[src/rtl/muldiv_unit.sv]
// Iterative RV32M multiply/divide unit: shift-add multiply, restoring divide on magnitudes,
// sign fix-up in a final cycle, start/busy/done handshake with hold and kill.
module muldiv_unit #(
    parameter int DATA_WIDTH     = 32,
    parameter int RF_WIDTH       = 5,
    parameter int BITS_PER_CYCLE = 1
) (
    input  logic                  clk,
    input  logic                  rst_n,
    input  logic                  start,
    input  logic [2:0]            op,
    input  logic [DATA_WIDTH-1:0] a,
    input  logic [DATA_WIDTH-1:0] b,
    input  logic [RF_WIDTH-1:0]   rdIn,
    input  logic                  kill,
    input  logic                  hold,
    output logic                  busy,
    output logic                  done,
    output logic [DATA_WIDTH-1:0] result,
    output logic [RF_WIDTH-1:0]   rdOut
);
    localparam int W  = DATA_WIDTH;
    localparam int N  = DATA_WIDTH / BITS_PER_CYCLE;
    localparam int CW = (N > 1) ? $clog2(N) : 1;
    localparam logic [CW-1:0] CNT_LAST = CW'(N - 1);
    localparam logic [W-1:0]  MIN_NEG  = {1'b1, {(W-1){1'b0}}};

    localparam logic [2:0] OP_MUL    = 3'b000;
    localparam logic [2:0] OP_MULH   = 3'b001;
    localparam logic [2:0] OP_MULHSU = 3'b010;
    localparam logic [2:0] OP_DIV    = 3'b100;
    localparam logic [2:0] OP_REM    = 3'b110;

    // IDLE: waiting | CALC: iterating | FIN: sign fix-up, half select | DONE: result valid
    typedef enum logic [1:0] {S_IDLE, S_CALC, S_FIN, S_DONE} state_t;

    state_t          r_state;
    logic [2:0]      r_op;
    logic [CW-1:0]   r_cnt;
    logic            r_neg_q;
    logic            r_neg_r;
    logic [2*W-1:0]  r_acc;     // product, or remainder in the low half
    logic [2*W-1:0]  r_mcand;   // shifted multiplicand, or divisor in the low half
    logic [W-1:0]    r_mplier;  // multiplier, or dividend shifting into quotient
    logic            r_busy;
    logic            r_done;
    logic [W-1:0]    r_result;
    logic [RF_WIDTH-1:0] r_rd;

    logic            w_a_signed, w_b_signed, w_a_neg, w_b_neg;
    logic [W-1:0]    w_mag_a, w_mag_b;
    logic            w_div0, w_ovf, w_special, w_accept;
    logic [W-1:0]    w_special_res;

    assign w_a_signed = (op == OP_MULH) || (op == OP_MULHSU) || (op == OP_DIV) || (op == OP_REM);
    assign w_b_signed = (op == OP_MULH) || (op == OP_DIV) || (op == OP_REM);
    assign w_a_neg    = w_a_signed & a[W-1];
    assign w_b_neg    = w_b_signed & b[W-1];
    assign w_mag_a    = w_a_neg ? -a : a;
    assign w_mag_b    = w_b_neg ? -b : b;
    assign w_div0     = op[2] && (b == '0);
    assign w_ovf      = op[2] && !op[0] && (a == MIN_NEG) && (b == '1);
    assign w_special  = w_div0 || w_ovf;
    assign w_special_res = w_div0 ? (op[1] ? a : '1) : (op[1] ? '0 : a);
    assign w_accept   = start && !kill && ((r_state == S_IDLE) || ((r_state == S_DONE) && !hold));

    logic [2*W-1:0] w_acc_nx, w_mcand_nx;
    logic [W-1:0]   w_mplier_nx;
    logic [W:0]     w_trial;
    logic [W-1:0]   w_diff;

    always_comb begin
        w_acc_nx    = r_acc;
        w_mcand_nx  = r_mcand;
        w_mplier_nx = r_mplier;
        w_trial     = '0;
        w_diff      = '0;
        if (!r_op[2]) begin
            for (int j = 0; j < BITS_PER_CYCLE; j++) begin
                if (w_mplier_nx[0]) w_acc_nx = w_acc_nx + w_mcand_nx;
                w_mcand_nx  = w_mcand_nx << 1;
                w_mplier_nx = w_mplier_nx >> 1;
            end
        end else begin
            for (int j = 0; j < BITS_PER_CYCLE; j++) begin
                w_trial = {w_acc_nx[W-1:0], w_mplier_nx[W-1]};
                // remainder stays below the divisor, so the difference fits in W bits
                w_diff  = w_trial[W-1:0] - w_mcand_nx[W-1:0];
                if (w_trial >= {1'b0, w_mcand_nx[W-1:0]}) begin
                    w_acc_nx[W-1:0] = w_diff;
                    w_mplier_nx     = {w_mplier_nx[W-2:0], 1'b1};
                end else begin
                    w_acc_nx[W-1:0] = w_trial[W-1:0];
                    w_mplier_nx     = {w_mplier_nx[W-2:0], 1'b0};
                end
            end
        end
    end

    logic [2*W-1:0] w_prod;
    logic [W-1:0]   w_quo, w_rem, w_fin;

    always_comb begin
        w_prod = r_neg_q ? -r_acc : r_acc;
        w_quo  = r_neg_q ? -r_mplier : r_mplier;
        w_rem  = r_neg_r ? -r_acc[W-1:0] : r_acc[W-1:0];
        if (r_op[2])              w_fin = r_op[1] ? w_rem : w_quo;
        else if (r_op == OP_MUL)  w_fin = w_prod[W-1:0];
        else                      w_fin = w_prod[2*W-1:W];
    end

    always_ff @(posedge clk) begin
        if (!rst_n) begin
            r_state  <= S_IDLE;
            r_op     <= '0;
            r_cnt    <= '0;
            r_neg_q  <= 1'b0;
            r_neg_r  <= 1'b0;
            r_acc    <= '0;
            r_mcand  <= '0;
            r_mplier <= '0;
            r_busy   <= 1'b0;
            r_done   <= 1'b0;
            r_result <= '0;
            r_rd     <= '0;
        end else if (kill) begin
            r_state <= S_IDLE;
            r_busy  <= 1'b0;
            r_done  <= 1'b0;
        end else begin
            case (r_state)
                S_IDLE, S_DONE: begin
                    if (w_accept) begin
                        r_op     <= op;
                        r_rd     <= rdIn;
                        r_neg_q  <= w_a_neg ^ w_b_neg;
                        r_neg_r  <= w_a_neg;
                        r_acc    <= '0;
                        r_mcand  <= {{W{1'b0}}, op[2] ? w_mag_b : w_mag_a};
                        r_mplier <= op[2] ? w_mag_a : w_mag_b;
                        r_cnt    <= CNT_LAST;
                        if (w_special) begin
                            r_result <= w_special_res;
                            r_state  <= S_DONE;
                            r_busy   <= 1'b0;
                            r_done   <= 1'b1;
                        end else begin
                            r_state <= S_CALC;
                            r_busy  <= 1'b1;
                            r_done  <= 1'b0;
                        end
                    end else if ((r_state == S_DONE) && !hold) begin
                        r_state <= S_IDLE;
                        r_done  <= 1'b0;
                    end
                end
                S_CALC: begin
                    r_acc    <= w_acc_nx;
                    r_mcand  <= w_mcand_nx;
                    r_mplier <= w_mplier_nx;
                    if (r_cnt == '0) r_state <= S_FIN;
                    else             r_cnt   <= r_cnt - CW'(1);
                end
                S_FIN: begin
                    r_result <= w_fin;
                    r_state  <= S_DONE;
                    r_busy   <= 1'b0;
                    r_done   <= 1'b1;
                end
                default: r_state <= S_IDLE;
            endcase
        end
    end

    assign busy   = r_busy;
    assign done   = r_done;
    assign result = r_result;
    assign rdOut  = r_rd;
endmodule

[config.mk]
export PLATFORM = sky130hd
export DESIGN_NAME = muldiv_unit
export DESIGN_NICKNAME = d
export VERILOG_FILES = /design/src/rtl/muldiv_unit.sv
export SDC_FILE = /design/constraint.sdc
export NUM_CORES = 1
export LEC_CHECK = 0
export CORE_ASPECT_RATIO = 1.5
export CORE_MARGIN = 1.5
export CORE_UTILIZATION = 35
export DETAILED_ROUTE_END_ITERATION = 6
export PLACE_DENSITY_LB_ADDON = 0.2
export SKIP_LAST_GASP = 1
export SYNTH_ARGS = -nofsm -noshare
export SYNTH_HDL_FRONTEND = slang
export SYNTH_SLANG_ARGS = --single-unit
[constraint.sdc]
create_clock -name clk -period 4.6 [get_ports clk]
set_clock_uncertainty 0.1 [all_clocks]
set_input_delay 0.46 -clock clk [delete_from_list [all_inputs] [get_ports clk]]
set_output_delay 0.46 -clock clk [all_outputs]
set_load 0.01 [all_outputs]
After elaboration in Yosys (flattened, before gate mapping)
Cells that the tools add are included.
{ "op_classes": {"add_sub_neg": 8, "reduce_logical": 35, "magnitude_cmp": 1, "n_bitwise": 5, "mux": 44, "n_eq_ne": 17} }
{ "op_table": {"columns": ["cell", "count"], "rows": [
  ["32-bit two-way mux", 19],
  ["64-bit two-way mux", 5],
  ["64-bit one-hot mux with 2 select lines", 2],
  ["32-bit negator", 4],
  ["32-bit one-hot mux with 2 select lines", 2],
  ["64-bit adder", 1],
  ["32-bit equality test (second input constant)", 2],
  ["64-bit negator", 1],
  ["33-bit by 32-bit greater-or-equal comparator with 1-bit output", 1],
  ["32-bit zero test", 1],
  ["32-bit subtractor", 1],
  ["4-bit AND reduction", 4],
  ["2-bit inequality test (second input constant)", 6],
  ["5-bit two-way mux", 2],
  ["5-bit one-hot mux with 2 select lines", 1],
  ["2-bit two-way mux", 4],
  ["1-bit logical AND", 7],
  ["1-bit logical OR", 7],
  ["3-bit equality test (second input constant)", 2],
  ["1-bit two-way mux", 6],
  ["3-bit inequality test (second input constant)", 2],
  ["2-bit one-hot mux with 3 select lines", 1],
  ["2-bit AND reduction", 3],
  ["3-bit AND reduction", 2],
  ["16 further kinds", 24]
]} }
{ "word_totals": {"wordCells": 123, "reg_bits": 211, "out_inout_bits": 39} }

Longest topological paths before layout
{ "logic_depth": {"depth_word": 9, "depth_mapped": 14} }

Least setup slack after synthesis
No wires, ideal clock.
{ "synth_path": {"path_kind": "reg2reg", "startpoint": "reg r_mplier[31]", "endpoint": "reg r_acc[26]", "setup_time_ns": 0.074, "required_time_ns": 4.426, "path_buffers": 0, "slack_ns": 1.358, "path_stages_with_launch": 15, "synth_period_minus_slack_ns": 3.242, "t_arrival_ns": 3.068, "cell_sequence": "dfxtp_1 -> inv_1 -> ha_1 -> inv_1 -> fa_1 -> a211oi_1 -> o211ai_1 -> a311o_1 -> a31o_2 -> a21o_1 -> a311o_1 -> a31oi_1 -> xnor2_1 -> mux2i_1 -> a31oi_1"} }
{ "synth_between": {"elab_chain_cells": 4, "elab_cells_between_ends": 5, "classes_between": "1 x add/sub; 1 x order compare; 3 x mux"} }
{ "synth_lines": {"columns": ["element", "line", "rtl"], "rows": [
  ["start: declaration", "44", "logic [W-1:0] r_mplier;"],
  ["start signal: assignment", "140", "r_mplier <= op[2] ? w_mag_a : w_mag_b;"],
  ["start signal: assignment", "160", "r_mplier <= w_mplier_nx;"],
  ["32-bit subtractor or 33-bit by 32-bit greater-or-equal comparator with 1-bit output (tied branches)", "88, 89", null],
  ["32-bit two-way mux (*)", "89", "if (w_trial >= {1'b0, w_mcand_nx[W-1:0]}) begin"],
  ["32-bit two-way mux (*)", "78", "if (!r_op[2]) begin"],
  ["64-bit one-hot mux with 2 select lines (*)", "131", "case (r_state)"],
  ["end signal: assignment", "158", "r_acc <= w_acc_nx;"],
  ["end: declaration", "42", "logic [2*W-1:0] r_acc;"]
]} }
Every way passes the cells marked *; elsewhere a longest branch is shown, timed or not.
A chain may end at the register's enable or synchronous reset.

Final worst setup path
{ "layout_path": {"startpoint": "reg r_acc[1]", "endpoint": "reg r_acc[57]"} }
{ "layout_between": {"elab_chain_cells": 4} }
{ "layout_lines": {"columns": ["element", "line", "rtl"], "rows": [
  ["64-bit adder", "80", "if (w_mplier_nx[0]) w_acc_nx = w_acc_nx + w_mcand_nx;"],
  ["64-bit two-way mux", "80", null],
  ["32-bit two-way mux", "78", null],
  ["64-bit one-hot mux with 2 select lines", "131", null]
]} }
No other way between the ends. The select of a mux whose other input is x is not followed.

==> results.cfg <==
[status]
status = finished, final reports clean

[logic_synthesis]
yosys-mux-area-fraction_pct = 4.93
synthesis.area_um2 = 20800
synth_xor_area_share_pct = 8.95
synthTopCellsByArea = dfxtp_1, a21oi_1, ha_1
synth_cell_types = 98
synth_seq_cells = 211
synth-simple-area-share_pct = 23.3
synthAdderAreaFrac_pct = 6.80
synth-seq-area-share_pct = 20.3
yosysWarnings = 0
yosysTopAreaCellShare_pct = 20.3
synth_compound_area_share_pct = 29.9
synth.avg_cell_area_um2 = 7.08
syn_nets = 3129
netlist_instances = 2944
synth_ff_type = dfxtp_1
synth_top_family_by_area = compound AO/OA/AOI/OAI gates
async_reset_ff_share_pct = 0
synth_edf_count = 0
yosysTopAreaCell = dfxtp_1

[flow_run]
maxCapViolations = 0

[cts]
cts_setup_buffers = 0
cts-hold-fix-buffers = 0
cts-root-buf = clkbuf_16
clk_pin_slew_ns = 0.07
ctsResizeCount = 0
clockBufferDepth = 3
cts_made_buffers = 26
cts_sinks = 211
htree_levels = 1
cts_tree = yes
insertion_delay_ns = 0.58

[finish]
finish.utilization_pct = 40.2
drive_above_1_share_pct = 6.51
antenna_cells_inserted = 0
nNetsFinal = 3128
syn_to_final_growth_pct = 13.8
final_area_um2 = 23700

[detailed_routing]
vias = 22500
drt-total-wl_um = 91200
drc = 0
ant_nets = 0
via_per_inst = 6.03
dr.first_iter.drc_count = 2076
firstDrtPassIters = 7
routedWlPerCell_um = 24.4

[timing]
worst_slew_pin_slew_ns = 0.929
setup-violations-final = 0
timing.setup.tns_ns = 0
relSlewSlack_pct = 38.1
drv_slew = 0
min_period_ns = 4.07
max_freq_mhz = 246
period_share_pct = 88.4
finalHoldViolations = 0
rsz0062_at_grt = no

[die]
die_area_um2 = 61000
start_util_pct = 35.4
die_h_um = 302
pin_count = 116
rows = 109
die_width_um = 202
core_area_um2 = 58900

[critical_path]
startpoint_type = flip-flop
cp.arrival_ns = 4.43
cp-end-kind = flip-flop
crit_type = reg2reg
cp_max_fo = 10
required_ns = 4.96

[placed_design]
port_buffers = 115
dp_hpwl_um = 70700
placed_area_um2 = 22800
place_congestion = 0.976

[grt]
grt_pass1_wl_um = 136000
grt_pass1_vias = 21900
antenna_found_initial = 0
track_usage_pct = 29.0
overflow = 0
grt_max_degree = 136

[power_and_ir_drop]
ir_worst_vdd_mv = 0.216
finalPower_mw = 6.59
power_density_nw_per_um2 = 278
p_leak_nw = 8.71

[worst_hold_path]
hold_path_class = in2reg
-- flip-flops by register name (all words and copies together), names as in the netlist, 2 cells and up --
register	cells
r_acc	64
r_mcand	64
r_mplier	32
result	32
r_cnt	5
rdOut	5
r_op	3
r_state	2
-- cell usage after synthesis (8+ instances only) --
library cell,number
mux2_2,11
o211ai_1,41
o21bai_1,26
inv_1,81
nor3_1,77
o31ai_1,29
buf_2,20
nor2b_1,35
a311oi_1,12
and3_1,22
xnor2_1,116
o21ai_1,12
or2_2,11
or4_1,15
ha_1,106
nand2b_1,23
a221oi_1,8
o21ai_0,212
buf_1,18
nor4_1,32
o21a_1,12
xor2_1,97
o221ai_1,10
a22oi_1,39
o41ai_1,11
nand3_1,86
a21oi_1,295
a211oi_1,113
dfxtp_1,211
or3_1,32
nand4_1,43
a21o_1,51
clkbuf_1,180
mux2i_1,88
nor2_1,248
a31oi_1,38
nand2_1,342
-- metal layers --
| metal | global-route usage (%) | wire length (µm) | up-vias |
|---|---|---|---|
| li1 | - | - | 10700 |
| met1 | 31.8 | 34400 | 10700 |
| met2 | 52.6 | 45000 | 842 |
| met3 | 3.26 | 4680 | 217 |
| met4 | 19.5 | 7110 | 0 |
| met5 | 0 | 0 | - |
-- power breakdown --
| part | switching (mW) | internal (mW) |
|---|---|---|
| Combinational | 1.47 | 0.762 |
| Sequential | 0.180 | 1.93 |
| Clock | 0.926 | 1.31 |
| Total | 2.58 | 4.01 |
-- worst paths after layout --
check,startpoint,to,slack (ns),cells after the start
worst max-delay path,r_acc[1],r_acc[57],0.53,11
worst min-delay path,op[2],r_op[2],0.30,3
worst max register to register,r_acc[1],r_acc[57],0.53,11
worst min register to register,rdOut[3],rdOut[3],0.36,2
-- cell type report --
cell class              instances  area (µm²)
fillers                      6174       35200
multi-input cells            2424       15500
flip-flops and latches        211        4230
repair buffers                195        1800
well taps                     777         972
clock buffers                  35         746
inverters                      85         322
clock inverters                13         168
-- critical path, cell delays in order (launching register included) --
cell       delay, ns
dfxtp_1         0.57
ha_1            0.32
a211oi_1        0.37
o21ai_0         0.21
a21oi_1         0.29
o211ai_1        0.27
o2111ai_1       0.42
nand3_1         0.24
a21oi_1         0.46
a21oi_1         0.14
or3_1           0.33
a32o_1          0.25
-- kinds of logic (layout without fill, tap and decap cells) --
logic type / after synthesis / count (layout)
AOI/OAI and AO/OA: 984 / 984
xor gates and xnor gates: 213 / 213
adders and majority gates: 113 / 113
buffers and inverters: 309 / 328
DFF: 211 / 211
muxes: 100 / 100
and+or+nand+nor: 1014 / 1014
-- cell usage in the layout (no fill, tap or decap), drive strengths merged, types with 12 or more instances in the layout --
| cell | n |
|---|---|
| a311oi | 12 |
| a211oi | 113 |
| o41ai | 13 |
| o21a | 12 |
| nand2b | 23 |
| nand3 | 87 |
| o31ai | 30 |
| nor2b | 35 |
| nor2 | 251 |
| inv | 85 |
| a21o | 51 |
| dfxtp | 211 |
| a22oi | 39 |
| buf | 81 |
| a21oi | 296 |
| mux2i | 88 |
| or3 | 33 |
| or2 | 13 |
| o21bai | 26 |
| and3 | 22 |
| o211ai | 42 |
| xor2 | 97 |
| nand2 | 342 |
| a31oi | 39 |
| nor4 | 37 |
| clkdlybuf4s50 | 114 |
| xnor2 | 116 |
| o21ai | 224 |
| clkbuf | 35 |
| nor3 | 79 |
| ha | 106 |
| or4 | 19 |
| nand4 | 43 |
-- per-stage QoR --
step / setup WS (ns) / instances / hold slack, ns
after floorplan: 1.36 / 2944 / 0.345
after global placement: 0.580 / 3692 / 0.343
after detailed placement: 0.588 / 3692 / 0.351
after CTS: 0.574 / 3740 / 0.252
after global routing: 0.333 / 3740 / 0.304
final: 0.532 / 3740 / 0.295
Note: power is estimated with default switching activity, not from simulation.
